$ cat src/rtl/divu_hilo_unit_pkg.sv
// Shared ALU package.
// Holds the ALU funct codes that select the divider and the HI/LO move
// operations, plus the divider's control-state encoding.
package divu_hilo_unit_pkg;

    localparam logic [5:0] FN_SRL  = 6'd2;
    localparam logic [5:0] FN_MFHI = 6'd16;
    localparam logic [5:0] FN_MFLO = 6'd18;
    localparam logic [5:0] FN_DIVU = 6'd27;
    localparam logic [5:0] FN_ADD  = 6'd32;
    localparam logic [5:0] FN_SUB  = 6'd34;
    localparam logic [5:0] FN_AND  = 6'd36;
    localparam logic [5:0] FN_OR   = 6'd37;
    localparam logic [5:0] FN_SLT  = 6'd42;

    typedef enum logic [1:0] {
        IDLE   = 2'd0,
        RUN    = 2'd1,
        FINISH = 2'd2
    } div_state_e;

endpackage

$ cat src/rtl/divu_hilo_unit_div_step.sv
// One restoring shift-subtract step of the unsigned divider.
// Ports:
//   rem_in  - partial remainder, top bit dropped (it is always zero before a shift)
//   q_msb   - quotient/dividend register MSB, shifted into the remainder
//   divisor - latched divisor
//   rem_out - next partial remainder
//   q_bit   - quotient bit produced by this step
module div_step #(
    parameter int WIDTH = 32
) (
    input  logic [WIDTH-2:0] rem_in,
    input  logic             q_msb,
    input  logic [WIDTH-1:0] divisor,
    output logic [WIDTH-1:0] rem_out,
    output logic             q_bit
);

    logic [WIDTH-1:0] shifted;
    logic [WIDTH:0]   trial;
    logic             borrow;

    // The extra top bit of the subtraction acts as the borrow flag.
    always_comb begin
        shifted = {rem_in, q_msb};
        trial   = {1'b0, shifted} - {1'b0, divisor};
        borrow  = trial[WIDTH];
        q_bit   = ~borrow;
        rem_out = borrow ? shifted : trial[WIDTH-1:0];
    end

endmodule

$ cat src/rtl/divu_hilo_unit.sv
// Multi-cycle unsigned divider with HI/LO result registers.
// Ports:
//   clk, reset (async, active-high)
//   start          - one-cycle request, accepted only when idle
//   dividend       - unsigned dividend
//   divisor        - unsigned divisor
//   busy           - operation in progress (RUN and FINISH)
//   done           - one-cycle pulse while HI/LO show a fresh result
//   div_by_zero    - sticky, set when the last result used divisor 0
//   hi / lo        - remainder / quotient
module divu_hilo_unit
    import divu_hilo_unit_pkg::*;
#(
    parameter int WIDTH = 32,
    parameter int CNT_W = 6
) (
    input  logic             clk,
    input  logic             reset,
    input  logic             start,
    input  logic [WIDTH-1:0] dividend,
    input  logic [WIDTH-1:0] divisor,
    output logic             busy,
    output logic             done,
    output logic             div_by_zero,
    output logic [WIDTH-1:0] hi,
    output logic [WIDTH-1:0] lo
);

    div_state_e       state_q, state_d;
    // A partial remainder is always below 2^(WIDTH-1) before its shift,
    // so only WIDTH-1 bits need storing between steps.
    logic [WIDTH-2:0] rem_q, rem_d;
    logic [WIDTH-1:0] q_q, q_d;
    logic [WIDTH-1:0] div_q, div_d;
    logic [CNT_W-1:0] cnt_q, cnt_d;
    logic [WIDTH-1:0] hi_q, hi_d;
    logic [WIDTH-1:0] lo_q, lo_d;
    logic             dbz_q, dbz_d;

    logic [WIDTH-1:0] step_rem;
    logic             step_bit;
    logic             last_iter;

    div_step #(.WIDTH(WIDTH)) u_step (
        .rem_in  (rem_q),
        .q_msb   (q_q[WIDTH-1]),
        .divisor (div_q),
        .rem_out (step_rem),
        .q_bit   (step_bit)
    );

    assign last_iter = (cnt_q == CNT_W'(WIDTH - 1));

    always_ff @(posedge clk or posedge reset) begin
        if (reset) begin
            state_q <= IDLE;
            rem_q   <= '0;
            q_q     <= '0;
            div_q   <= '0;
            cnt_q   <= '0;
            hi_q    <= '0;
            lo_q    <= '0;
            dbz_q   <= 1'b0;
        end else begin
            state_q <= state_d;
            rem_q   <= rem_d;
            q_q     <= q_d;
            div_q   <= div_d;
            cnt_q   <= cnt_d;
            hi_q    <= hi_d;
            lo_q    <= lo_d;
            dbz_q   <= dbz_d;
        end
    end

    always_comb begin
        state_d = state_q;
        case (state_q)
            IDLE:    if (start) state_d = RUN;
            RUN:     if (last_iter) state_d = FINISH;
            FINISH:  state_d = IDLE;
            default: state_d = IDLE;
        endcase
    end

    // The final iteration loads HI/LO directly from the step result, so the
    // new values are already visible during FINISH alongside done.
    always_comb begin
        rem_d = rem_q;
        q_d   = q_q;
        div_d = div_q;
        cnt_d = cnt_q;
        hi_d  = hi_q;
        lo_d  = lo_q;
        dbz_d = dbz_q;
        if (state_q == IDLE && start) begin
            rem_d = '0;
            q_d   = dividend;
            div_d = divisor;
            cnt_d = '0;
            dbz_d = 1'b0;
        end else if (state_q == RUN) begin
            rem_d = step_rem[WIDTH-2:0];
            q_d   = {q_q[WIDTH-2:0], step_bit};
            cnt_d = cnt_q + CNT_W'(1);
            if (last_iter) begin
                hi_d  = step_rem;
                lo_d  = {q_q[WIDTH-2:0], step_bit};
                dbz_d = (div_q == '0);
            end
        end
    end

    always_comb begin
        busy = (state_q != IDLE);
        done = (state_q == FINISH);
    end

    assign div_by_zero = dbz_q;
    assign hi          = hi_q;
    assign lo          = lo_q;

endmodule

$ cat config.mk
export PLATFORM = sky130hd
export DESIGN_NAME = divu_hilo_unit
export DESIGN_NICKNAME = d
export VERILOG_FILES = /design/src/rtl/divu_hilo_unit_pkg.sv /design/src/rtl/divu_hilo_unit_div_step.sv /design/src/rtl/divu_hilo_unit.sv
export SDC_FILE = /design/constraint.sdc
export NUM_CORES = 1
export LEC_CHECK = 0
export CORE_ASPECT_RATIO = 2
export CORE_UTILIZATION = 35
export CTS_CLUSTER_SIZE = 20
export DETAILED_ROUTE_END_ITERATION = 8
export PLACE_DENSITY = 0.59
export SYNTH_ARGS = -nofsm -noshare
export SYNTH_HDL_FRONTEND = slang
export SYNTH_SLANG_ARGS = --single-unit
$ cat constraint.sdc
create_clock -name clk -period 6.2 [get_ports clk]
set_clock_uncertainty 0.2 [all_clocks]
set_input_delay 1.24 -clock clk [delete_from_list [all_inputs] [get_ports clk]]
set_output_delay 1.24 -clock clk [all_outputs]
set_load 0.02 [all_outputs]
==> impl_metrics.ini <==
[status]
status = complete, no violations

[grt]
grt_start_max_net_pins = 84
antenna_found_initial = 0
grt_usage = 0.210
grt_pass1_wl_mm = 40.3
grt_pass1_vias = 7719
grt_overflow_total = 0

[drt]
viasPerCell = 5.17
num_vias = 7413
wire_per_inst_um = 17.5
drc_errors = 0
drt_pass1_iterations = 5
postRouteAntennaNets = 0
drt_iter0_markers = 279
wl_mm = 25.1

[hold_path]
min_to = lo[28]
min_path_cells = 2
holdCritStartpoint = lo[28]
hp-class = flip-flop to flip-flop

[logic_synthesis]
synth_nets = 1088
synth_top_area_frac = 0.481
ys_seq_area_frac = 0.481
synth-seq-cells = 168
synthMuxAreaShare = 0.0292
synthCells = 987
synth_edf_count = 0
synthDistinctLibCells = 67
synth_compound_area_frac = 0.165
synth_area_leaders = dfrtp_1 48%, nand2_1 11%, ha_1 4.7%
ys.flop_type = dfrtp_1
syn_area_um2 = 8740
synth_top_family_by_area = simple AND/OR/NAND/NOR gates
synth_warnings = 0
synthSimpleGateAreaFrac = 0.199
synth_area_leader_cell = dfrtp_1
ys_async_sr_fraction = 1.00
synthAdderAreaFrac = 0.0495
synth-xor-area-share = 0.0281
syn_avg_cell_area_um2 = 8.85

[place]
dp.final_hpwl_mm = 18.2
gp_congestion = 0.945
dpl_cell_area_um2 = 10300
io_buffer_count = 133

[sta]
fin_crit_ns = 3.94
clock.fmax_ghz = 0.254
tightest_slew_ns = 1.08
setup_viol = 0
rsz0062_at_grt = false
drv_slew = 0
post-route-period-util = 0.636
finalSetupTns_ns = 0
hold_viol = 0
slew_headroom = 0.280

[die]
chipHeight_um = 225
start_util = 0.356
core_area_um2 = 24500
core.rowCount = 81
io_pins = 134
die_x_um = 114
dieArea_um2 = 25600

[critical_path]
crit_path_start_kind = flip-flop
crit_arrival_ns = 4.10
reg2reg_to = rem_q[25]
criticalPathCategory = flip-flop to flip-flop
reg2reg_setup_slack_ns = 2.26
required_ns = 6.36
worstReg2RegStart = div_q[0]
worstRegToRegCells = 10
critPathMaxFanout = 27
end_kind = flip-flop

[cts]
h-tree-depth = 4
worstSkewPairLatency_ns = 0.46
cts_buffers = 17
cts_tree = yes
cts_hold_buf = 0
postCtsSetupBuffers = 0
clk_pin_slew_worst_paths_ns = 0.06
clockBufferDepth = 2
clock-root-buffer = clkbuf_16
ctsResizeCount = 0
cts.sink_count = 168

[pwr]
power_density_nw_per_um2 = 515
ir_drop_uv = 211
leakage_nw = 4.87

[layout]
fin_nets = 1190
postLayoutCoreUtil = 0.444
final_cell_mix = 251 x nand2_1, 168 x dfrtp_1, 133 x clkdlybuf4s50_1
n_antenna_cell = 0
area_growth_pct = 24.6
layout_commonest_cell = nand2_1
drive_above_1_share = 0.0535
n_fill_cell = 2539
finalInstanceArea_um2 = 10900

[run]
maxCapViolations = 0
[per-stage QoR]
stage,instances,total power (W),setup WS (ns),hold WS [ns]
2_1_floorplan,987,0.00389,0.213,0.258
3_3_place_gp,1402,0.00452,2.37,0.263
3_5_place_dp,1402,0.00456,2.23,0.261
4_1_cts,1434,0.00565,2.20,0.281
5_1_grt,1434,0.00603,1.97,0.300
6_report,1434,0.00561,2.26,0.275
[worst max-delay path, cell delays in order (launching register included)]
cell	delay [ns]
dfrtp_1	0.40
ha_1	0.23
fa_1	0.41
and2b_1	0.24
o2111ai_1	0.16
a32oi_2	0.36
nand4_2	0.18
a21boi_2	0.28
or2_2	0.72
nand2_1	0.38
o211ai_1	0.28
[where the power goes]
part,leakage [nW],total (W),switching [W],internal [W]
Sequential,2.07,0.00168,0.000256,0.00142
Clock,0.285,0.00106,0.000444,0.000613
Combinational,2.51,0.00287,0.00170,0.00117
[area by class of cell]
cell class / count / area, um2 / share of cell area
clock buffer: 25 / 515 / 0.0474
clock inverter: 7 / 65.1 / 0.00598
inverter: 42 / 163 / 0.0149
multi-input combinational: 720 / 4140 / 0.380
sequential: 168 / 4200 / 0.386
tap: 332 / 415 / 0.0382
timing repair buffer: 140 / 1380 / 0.127
[worst max path at each step]
stage	start	to	slack (ns)	cells past startpoint
global placement	div_q[0]	rem_q[25]	2.37	10
floorplan	reset	cnt_q[0]	0.21	1
detailed placement	div_q[0]	rem_q[25]	2.23	10
finish	div_q[0]	rem_q[25]	2.26	10
CTS	div_q[0]	rem_q[25]	2.20	10
global route	div_q[0]	rem_q[22]	1.97	10
[kinds of logic after synthesis]
family / count (synthesis)
buf+inv: 99
compound gates: 230
fa+ha+maj: 34
simple gates: 403
xor+xnor: 28
flops: 168
mux: 25
[registers in the layout (all words and copies together), names as in the netlist]
signal       flops
rem_q           31
div_by_zero      1
cnt_q            6
hi              32
state_q          2
lo              32
div_q           32
q_q             32
[Yosys cell counts (3+ instances only)]
| library cell | instances |
|---|---|
| nand2_1 | 253 |
| dfrtp_1 | 168 |
| o21ai_0 | 75 |
| nand3_1 | 49 |
| clkbuf_1 | 43 |
| inv_1 | 42 |
| nor2_1 | 40 |
| ha_1 | 33 |
| a21oi_1 | 27 |
| o21ai_1 | 27 |
| a31oi_1 | 23 |
| mux2i_1 | 21 |
| a22oi_1 | 16 |
| xnor2_1 | 14 |
| xor2_1 | 14 |
| o211ai_1 | 13 |
| a21o_1 | 11 |
| nor3_1 | 9 |
| nand4_1 | 8 |
| nor4_1 | 8 |
| buf_2 | 7 |
| nor3b_1 | 6 |
| and2_1 | 5 |
| nand2b_1 | 5 |
| a211oi_1 | 4 |
| a21boi_0 | 4 |
| mux2_2 | 4 |
| o21a_1 | 4 |
| or3_1 | 4 |
| and3_1 | 3 |
| buf_1 | 3 |
| nor2b_1 | 3 |
[routing by layer]
layer / up-vias / global-route usage / part of all wire
li1: 3591 / - / -
met3: 54 / 0.0436 / 0.037
met2: 161 / 0.394 / 0.56
met5: - / 0 / 0
met4: 0 / 0.115 / 0.045
met1: 3607 / 0.211 / 0.36
(Power assumes the default switching activity.)
